**src/rtl/ecg_rate_pkg.sv**
```systemverilog
// Shared constants and rate encoding for the ECG sample-rate path.
package ecg_rate_pkg;

    localparam int unsigned RATE_W = 3;
    localparam int unsigned CNT_W  = 12;

    localparam int unsigned L1_DEF = 3592;
    localparam int unsigned L2_DEF = 1792;
    localparam int unsigned L3_DEF = 894;
    localparam int unsigned L4_DEF = 444;
    localparam int unsigned L5_DEF = 220;

    typedef enum logic [RATE_W-1:0] {
        R0 = 3'd0,
        R1 = 3'd1,
        R2 = 3'd2,
        R3 = 3'd3,
        R4 = 3'd4
    } rate_t;

endpackage

```
**src/rtl/switch_debounce.sv**
```systemverilog
// Synchronizes and debounces the rate switch; pulses step_o on every debounced edge.
module switch_debounce #(
    parameter int unsigned DEB_CYCLES = 16
) (
    input  logic clk,
    input  logic rst,
    input  logic switch_i,
    output logic sw_db_o,
    output logic step_o
);

    localparam int unsigned RunW = (DEB_CYCLES > 2) ? $clog2(DEB_CYCLES) : 1;

    if (DEB_CYCLES < 2) begin : g_bad_deb
        $error("switch_debounce: DEB_CYCLES must be at least 2");
    end

    logic            sync1_q, sync2_q;
    logic            db_q, db_d;
    logic            step_q, step_d;
    logic [RunW-1:0] run_q, run_d;

    // run_q counts prior consecutive cycles that differed; the DEB_CYCLES-th one flips the level.
    always_comb begin
        db_d   = db_q;
        run_d  = '0;
        step_d = 1'b0;
        if (sync2_q != db_q) begin
            if (run_q == RunW'(DEB_CYCLES - 1)) begin
                db_d   = sync2_q;
                step_d = 1'b1;
            end else begin
                run_d = run_q + RunW'(1);
            end
        end
    end

    always_ff @(posedge clk) begin
        if (rst) begin
            sync1_q <= 1'b0;
            sync2_q <= 1'b0;
            db_q    <= 1'b0;
            run_q   <= '0;
            step_q  <= 1'b0;
        end else begin
            sync1_q <= switch_i;
            sync2_q <= sync1_q;
            db_q    <= db_d;
            run_q   <= run_d;
            step_q  <= step_d;
        end
    end

    assign sw_db_o = db_q;
    assign step_o  = step_q;

endmodule

```
**src/rtl/sample_rate_ctrl.sv**
```systemverilog
// ECG sample-rate controller: switch-driven rate request, period-aligned rate apply, strobe timer.
module sample_rate_ctrl
    import ecg_rate_pkg::*;
#(
    parameter int unsigned DEB_CYCLES = 16,
    parameter int unsigned L1         = L1_DEF,
    parameter int unsigned L2         = L2_DEF,
    parameter int unsigned L3         = L3_DEF,
    parameter int unsigned L4         = L4_DEF,
    parameter int unsigned L5         = L5_DEF
) (
    input  logic              clk,
    input  logic              rst,
    input  logic              switch,
    input  logic              en,
    output logic              sample_tick,
    output logic [CNT_W-1:0]  load,
    output logic [RATE_W-1:0] rate_idx,
    output logic              ds,
    output logic              dc
);

    localparam int unsigned LMax = (1 << CNT_W) - 1;

    if (L1 < 1 || L1 > LMax || L2 < 1 || L2 > LMax || L3 < 1 || L3 > LMax ||
        L4 < 1 || L4 > LMax || L5 < 1 || L5 > LMax) begin : g_bad_reload
        $error("sample_rate_ctrl: reload values must lie in 1..4095");
    end

    logic             step;
    logic             sw_db;
    rate_t            req_q, req_d;
    rate_t            app_q, app_d;
    logic [CNT_W-1:0] cnt_q, cnt_d;

    switch_debounce #(
        .DEB_CYCLES(DEB_CYCLES)
    ) u_switch_debounce (
        .clk     (clk),
        .rst     (rst),
        .switch_i(switch),
        .sw_db_o (sw_db),
        .step_o  (step)
    );

    function automatic logic [CNT_W-1:0] reload_of(input rate_t idx);
        unique case (idx)
            R0:      reload_of = CNT_W'(L1);
            R1:      reload_of = CNT_W'(L2);
            R2:      reload_of = CNT_W'(L3);
            R3:      reload_of = CNT_W'(L4);
            R4:      reload_of = CNT_W'(L5);
            default: reload_of = CNT_W'(L1);
        endcase
    endfunction

    // R4 is terminal: further steps are absorbed until reset.
    always_comb begin
        req_d = req_q;
        if (step) begin
            unique case (req_q)
                R0:      req_d = R1;
                R1:      req_d = R2;
                R2:      req_d = R3;
                R3:      req_d = R4;
                R4:      req_d = R4;
                default: req_d = R0;
            endcase
        end
    end

    // Requested rate is only adopted at the period boundary so no period is cut short.
    always_comb begin
        app_d = app_q;
        cnt_d = cnt_q;
        if (en) begin
            if (cnt_q == '0) begin
                app_d = req_q;
                cnt_d = reload_of(req_q) - CNT_W'(1);
            end else begin
                cnt_d = cnt_q - CNT_W'(1);
            end
        end
    end

    always_ff @(posedge clk) begin
        if (rst) begin
            req_q <= R0;
            app_q <= R0;
            cnt_q <= CNT_W'(L1 - 1);
        end else begin
            req_q <= req_d;
            app_q <= app_d;
            cnt_q <= cnt_d;
        end
    end

    assign sample_tick = en && !rst && (cnt_q == '0);
    assign load        = reload_of(app_q);
    assign rate_idx    = req_q;
    assign ds          = (app_q >= R3);
    assign dc          = (app_q == R4);

endmodule
```
**config.mk**
```make
export PLATFORM = sky130hd
export DESIGN_NAME = sample_rate_ctrl
export DESIGN_NICKNAME = d
export VERILOG_FILES = /design/src/rtl/ecg_rate_pkg.sv /design/src/rtl/switch_debounce.sv /design/src/rtl/sample_rate_ctrl.sv
export SDC_FILE = /design/constraint.sdc
export NUM_CORES = 1
export LEC_CHECK = 0
export CAP_MARGIN = 20
export CORE_ASPECT_RATIO = 1.5
export CORE_UTILIZATION = 40
export CTS_CLUSTER_DIAMETER = 100
export CTS_CLUSTER_SIZE = 28
export DETAILED_ROUTE_END_ITERATION = 8
export PLACE_DENSITY = 0.63
export RECOVER_POWER = 50
export SYNTH_ARGS = -nofsm -noshare
export SYNTH_HDL_FRONTEND = slang
export SYNTH_SLANG_ARGS = --single-unit
```
**constraint.sdc**
```tcl
create_clock -name clk -period 2.72 [get_ports clk]
set_input_delay 0.408 -clock clk [delete_from_list [all_inputs] [get_ports clk]]
set_output_delay 0.408 -clock clk [all_outputs]
set_load 0.03 [all_outputs]
```
==> results of run 1 <==
-- critical path, cell delays in order (launching register included) --
cell,delay [ns]
dfxtp_2,0.35
or4_4,0.56
nor4_4,0.32
a31oi_1,0.13
ha_1,0.24
or3b_2,0.25
or3_4,0.16
nor4_2,0.04
a221oi_1,0.31
o31ai_1,0.11
-- power groups by stage --
stage | clock network, mW | registers [mW] | logic [mW]
floorplan | 0 | 0.404 | 0.0445
global placement | 0 | 0.402 | 0.0679
detailed placement | 0 | 0.402 | 0.0687
CTS | 0.263 | 0.394 | 0.0693
global route | 0.275 | 0.396 | 0.0750
finish | 0.258 | 0.395 | 0.0684
-- layer usage --
metal	share of wire	routed length, microns	vias up	GRT usage
met5	0	0	-	0
met4	0.028	105	0	0.0946
met3	0.018	67	10	0.0279
met2	0.55	2080	19	0.362
met1	0.40	1520	696	0.229
li1	-	-	699	-
-- cell usage after synthesis (2+ instances only) --
cell,n,area [sq um]
a211oi_1,4,30.0
a21oi_1,13,65.1
a31oi_1,3,18.8
buf_1,2,7.51
buf_2,2,10.0
buf_4,2,15.0
buf_6,2,22.5
clkbuf_1,4,15.0
dfxtp_1,26,521
ha_1,2,25.0
inv_1,12,45.0
mux2i_1,2,20.0
nand2_1,13,48.8
nand2b_1,2,12.5
nand3_1,7,35.0
nor2_1,26,97.6
nor2b_1,3,18.8
nor3_1,5,25.0
nor4_1,5,31.3
nor4_4,2,42.5
o21a_1,2,15.0
o21ai_0,3,15.0
o21bai_1,2,15.0
o31ai_1,2,15.0
or2_2,3,18.8
or3_1,2,12.5
or3b_2,2,17.5
or4_1,2,15.0
xnor2_1,5,43.8
xor2_1,2,17.5
-- cells by family after synthesis --
group | after synthesis | synth area share
other | 1 | 0.00253
AOI/OAI and AO/OA | 41 | 0.189
muxes | 2 | 0.0135
adders and majority gates | 2 | 0.0169
buffers and inverters | 24 | 0.0777
xor gates and xnor gates | 7 | 0.0414
DFF | 26 | 0.351
and+or+nand+nor | 81 | 0.307
-- registers in the layout (all words and copies together) (netlist names) --
signal,flops
u_switch_debounce.sync2_q,1
u_switch_debounce.step_o,1
u_switch_debounce.sw_db_o,1
rate_idx,3
cnt_q,12
app_q,3
u_switch_debounce.run_q,4
u_switch_debounce.sync1_q,1
-- layout make-up --
type	instances	area, sq um
repair buffers	33	295
clock buffers	4	55.1
well taps	42	52.6
inverters	12	45.0
multi-input cells	134	860
fillers	330	1650
flip-flops and latches	26	527
-- path summary, 6_finish.rpt --
| kind | end | startpoint | slack [ns] |
|---|---|---|---|
| worst min-delay path | u_switch_debounce.sync2_q | u_switch_debounce.sync1_q | 0.46 |
| worst min register to register | u_switch_debounce.sync2_q | u_switch_debounce.sync1_q | 0.46 |
| worst max-delay path | cnt_q[10] | cnt_q[0] | 0.12 |
| worst max register to register | cnt_q[10] | cnt_q[0] | 0.12 |
-- layout by cell type (no fill, tap or decap), types with 2 or more instances in the layout --
cell type	netlist	layout
xor2_1	2	2
inv_1	12	12
or3_4	0	2
clkdlybuf4s50_1	0	14
mux2i_1	2	2
o21a_1	2	2
buf_4	2	12
a211oi_1	4	4
nand2b_1	2	2
nor4_1	5	5
xnor2_1	5	5
a31oi_1	3	3
or3b_2	2	2
dlygate4sd3_1	0	5
ha_1	2	2
o21ai_0	3	3
nor2b_1	3	3
nand3_1	7	7
nor3_1	5	5
clkbuf_8	0	4
or4_4	1	3
or2_2	3	3
o21bai_1	2	2
dfxtp_2	0	5
a21oi_1	13	13
o31ai_1	2	2
nand2_1	13	13
nor2_1	26	26
dfxtp_1	26	21
-- timing repair --
action	in CTS	in global routing
gates resized for setup	4	10
pin swaps	0	2
cloned	0	0
setup endpoints to repair	2	3
-- stage by stage --
step / setup slack, ns / utilization / hold slack (ns) / power (mW) / area (sq um)
after detailed placement: -0.0290 / 0.505 / 0.441 / 0.471 / 1760
after floorplan: 0.0255 / - / 0.414 / 0.448 / 1480
after global routing: 0.00969 / 0.527 / 0.478 / 0.746 / 1830
after global placement: 0.124 / 0.505 / 0.430 / 0.469 / 1760
final: 0.123 / 0.527 / 0.458 / 0.721 / 1830
after CTS: 0.0167 / 0.526 / 0.463 / 0.726 / 1830
==> results.md, run 1 <==
- Critical Path Fanout Max: 5
- Detailed-route wire length per cell: 15.0 microns
- Area grow syn2layout: 23.8%
- Vias in the first global route: 1345
- Initial Utilization: 0.426
- Syn Area/Cell: 8.05 sq um
- Net Sw Frac: 0.245
- Syn_nets: 190
- Final Cycle Share: 0.955
- Routability cong.: 0.901
- DP Cell Count: 247
- Maximum root-to-sink buffer count: 2
- Std-Cell Core Area: 0.00348 sq mm
- Clock Power Share: 0.358
- IO Count: 22
- FMAX: 0.385 GHz
- Status: finished clean
- Setup-failing EPs final: 0
- Initial DRC Count: 35
- Cts bufs inserted: 3
- EDFF count, synth: 0
- DRT Pass-1 Iters: 4
- Final Hold Vio Count: 0
- Peak VDD IR: 309 uV
- CP arrival: 2.75 ns
- All-layer global routing usage: 0.204
- Setup Buffers After CTS: 0
- PD cells: 393 mW/mm^2
- Die W: 51.7 microns
- Final clock skew: 0.00372 ns
- HPWL after DPL: 2.86 mm
- Antenna Cells: 0
- Combinational power share: 0.095
- Final slew viol count: 0
- Vias post-DR: 1424
- CTS tree: yes
- CP required: 2.87 ns
- # Max-Cap Violations: 0
- Int Pwr: 0.544 mW
- Syn. warnings: 0
- Startpoint Class: flip-flop
- RSZ-0062 raised after global routing: false
- Gr ovfl total: 0
- Post-synth ARST share: 0
- P_leak: 0.711 nW
- Residual DRC: 0
- CTS clk-pin slew, worst paths: 0.09 ns
- Top FF cell, synth: dfxtp_1
- Initial antenna violation count: 0
- Final #Nets: 216
- Distinct cell type count after synthesis: 52
- Worst Tran Pin Value: 0.858 ns
- Slew HR: 0.422
- Synth Instances: 184
- Hold Path Cell Cnt: 1
- Setup CP Type: flip-flop to flip-flop
- Worst skew pair latency: 0.28 ns
- Port buffer count: 20
- Minimum clock period: 2.60 ns
- Worst Hold Class: flip-flop to flip-flop
- Mapped cell area: 0.00148 sq mm
- Routed wire length: 3.77 mm
- Num rows: 26
- Setup TNS: 0 ns
- DIE HEIGHT: 76.5 microns
- ANT nets after route: 0
- CP endpoint kind: flip-flop
- Net Sw Power: 0.177 mW
- CTS Hold Bufs: 0
- Die area: 0.00396 sq mm
- Largest net degree at the start of global routing: 15
- Post-synthesis sequential area ratio: 0.351
- Fin cells: 251
- Share of power burned in registers: 0.547
- Register-to-Register Path Depth: 9
- First-pass GRT wire length: 6.16 mm
- Num Clock Sinks: 26
- Yosys reg bits: 26
- Mean number of vias per cell: 5.67
- H-tree depth: 1
- Layout cells sized above 1: 0.191
- Root Driver: clkbuf_8
No activity file was read; power rests on OpenSTA's default activity.
==> run 2: changes to the inputs <==
--- a/config.mk
+++ b/config.mk
@@ -6,12 +6,14 @@
 export NUM_CORES = 1
 export LEC_CHECK = 0
 export CAP_MARGIN = 20
+export CELL_PAD_IN_SITES_DETAIL_PLACEMENT = 0
+export CELL_PAD_IN_SITES_GLOBAL_PLACEMENT = 1
 export CORE_ASPECT_RATIO = 1.5
-export CORE_UTILIZATION = 40
+export CORE_UTILIZATION = 35
 export CTS_CLUSTER_DIAMETER = 100
 export CTS_CLUSTER_SIZE = 28
 export DETAILED_ROUTE_END_ITERATION = 8
-export PLACE_DENSITY = 0.63
+export PLACE_DENSITY = 0.73
 export RECOVER_POWER = 50
 export SYNTH_ARGS = -nofsm -noshare
 export SYNTH_HDL_FRONTEND = slang
==> results.md, run 2 (synthesized netlist as in run 1, its figures left out) <==
- Status: finished clean
- Die W: 55.1 microns
- Worst R2R Start: cnt_q[3]
- Commonest non-fill, non-tap cells in the layout: nor2_1 (26), dfxtp_1 (22), clkdlybuf4s50_1 (14), buf_4 (14)
- Share of power burned in registers: 0.499
- Worst skew pair latency: 0.27 ns
- Num rows: 28
- Initial antenna violation count: 0
- DRT Pass-1 Iters: 5
- Worst path max stage delay: 0.48 ns
- Register-to-Register Path Depth: 9
- Combinational power share: 0.088
- Die area: 0.00450 sq mm
- Setup CP Type: flip-flop to flip-flop
- First-pass GRT wire length: 6.40 mm
- Largest registers: cnt_q (12), u_switch_debounce.run_q (4)
- Peak VDD IR: 414 uV
- Final Hold Vio Count: 0
- Top cell family by delay on the critical path: simple AND/OR/NAND/NOR gates
- Routability cong.: 0.976
- CP required: 2.92 ns
- Antenna Cells: 0
- CTS tree: yes
- Maximum root-to-sink buffer count: 2
- Hold Slack: 0.463 ns
- Mean number of vias per cell: 5.53
- Initial Utilization: 0.371
- Detailed-route wire length per cell: 14.7 microns
- Vias in the first global route: 1468
- Final #Nets: 219
- Largest net degree at the start of global routing: 17
- Setup-failing EPs final: 0
- Critical Path Fanout Max: 4
- FMAX: 0.383 GHz
- Num Clock Sinks: 26
- Port buffer count: 20
- Area grow syn2layout: 26.3%
- Residual DRC: 0
- Gr ovfl total: 0
- Final Cycle Share: 0.960
- # Max-Cap Violations: 0
- Initial DRC Count: 31
- Clock Power Share: 0.413
- CTS clk-pin slew, worst paths: 0.10 ns
- Vias post-DR: 1421
- Hold_sp: u_switch_debounce.run_q[0]
- Slew HR: 0.525
- Final clock skew: 0.00557 ns
- Hold EP: u_switch_debounce.run_q[0]
- Worst Hold Class: flip-flop to flip-flop
- Max FFs per register: 12
- HPWL after DPL: 3.06 mm
- Dpl ws: -0.0487 ns
- Fin cells: 257
- Most common cell after layout, fill and taps aside: nor2_1
- Net Sw Power: 0.178 mW
- P_leak: 0.725 nW
- Hold Path Cell Cnt: 1
- CP arrival: 2.81 ns
- Root Driver: clkbuf_8
- IO Count: 22
- Met1 Use GR: 0.190
- H-tree depth: 1
- Met2 Track Usage GR: 0.359
- All-layer global routing usage: 0.195
- Final worst slack: 0.109 ns
- ANT nets after route: 0
- DP Cell Count: 253
- Net Sw Frac: 0.225
- Final core occ: 0.468
- Critical R2R Capture: cnt_q[10]
- R2R setup slack: 0.11 ns
- Met3 Use GR: 0.0315
- Routed wire length: 3.78 mm
- Register with the most flip-flops: cnt_q
- CP cell instances: or4_4 > nor4_4 > a31oi_1 > ha_1 > or3b_2 > or3_2 > nor4_2 > a221oi_1 > o31ai_1
- Std-Cell Core Area: 0.00399 sq mm
- Startpoint Class: flip-flop
- CTS Hold Bufs: 0
- Slowest cell on crit path: or3_2
- GRT busiest layer: met2
- CP endpoint kind: flip-flop
- Worst Tran Pin Value: 0.706 ns
- Minimum clock period: 2.61 ns
- Cts bufs inserted: 3
- RSZ-0062 raised after global routing: false
- Final slew viol count: 0
- Layout cells sized above 1: 0.193
- Int Pwr: 0.612 mW
- DIE HEIGHT: 81.7 microns
- Worst Path Buf+Inv: 0
- PD cells: 423 mW/mm^2
## run 2: power groups by stage
stage | Sequential, mW | Clock [mW] | Combinational (mW)
final | 0.394 | 0.326 | 0.0699
after global routing | 0.396 | 0.348 | 0.0777
after CTS | 0.394 | 0.332 | 0.0717
after detailed placement | 0.402 | 0 | 0.0711
after global placement | 0.401 | 0 | 0.0705
after floorplan | 0.404 | 0 | 0.0445
## run 2: final cells by class
type                    instances  area, sq um
fillers                       408         2120
well taps                      45         56.3
inverters                      12         45.0
clock buffers                   3         41.3
repair buffers                 36          314
clock inverters                 1         30.0
flip-flops and latches         26          526
multi-input cells             134          858
## run 2: through the flow
step	power (mW)	area (sq um)	TNS (ns)
3_3_place_gp	0.472	1790	0
6_report	0.790	1870	0
3_5_place_dp	0.473	1790	-0.0487
2_1_floorplan	0.448	1480	0
4_1_cts	0.798	1860	0
5_1_grt	0.822	1870	0
## run 2: worst max path at each step
| stage | slack, ns | endpoint | cells after the start | startpoint |
|---|---|---|---|---|
| detailed placement | -0.05 | cnt_q[10] | 9 | cnt_q[0] |
| finish | 0.11 | cnt_q[10] | 9 | cnt_q[3] |
| global placement | 0.11 | cnt_q[10] | 9 | cnt_q[0] |
| global route | 0.02 | cnt_q[8] | 9 | cnt_q[6] |
| floorplan | 0.03 | cnt_q[10] | 10 | cnt_q[0] |
| CTS | 0.03 | cnt_q[10] | 9 | cnt_q[0] |
## run 2: metal layers
metal	up-vias	wire length, microns
met5	-	0
met4	0	181
met3	19	126
met2	43	2060
met1	661	1410
li1	698	-
## run 2: worst register-to-register path, stage by stage, from the launching register on
cell,delay (ns)
dfxtp_1,0.39
or4_4,0.16
nor4_4,0.05
a31oi_1,0.19
ha_1,0.21
or3b_2,0.46
or3_2,0.48
nor4_2,0.23
a221oi_1,0.15
o31ai_1,0.23
## run 2: repair_timing
item                                    4_1_cts  5_1_grt
endpoints found under the setup margin        1        3
setup buffers                                 0        0
resized for setup                             1       10
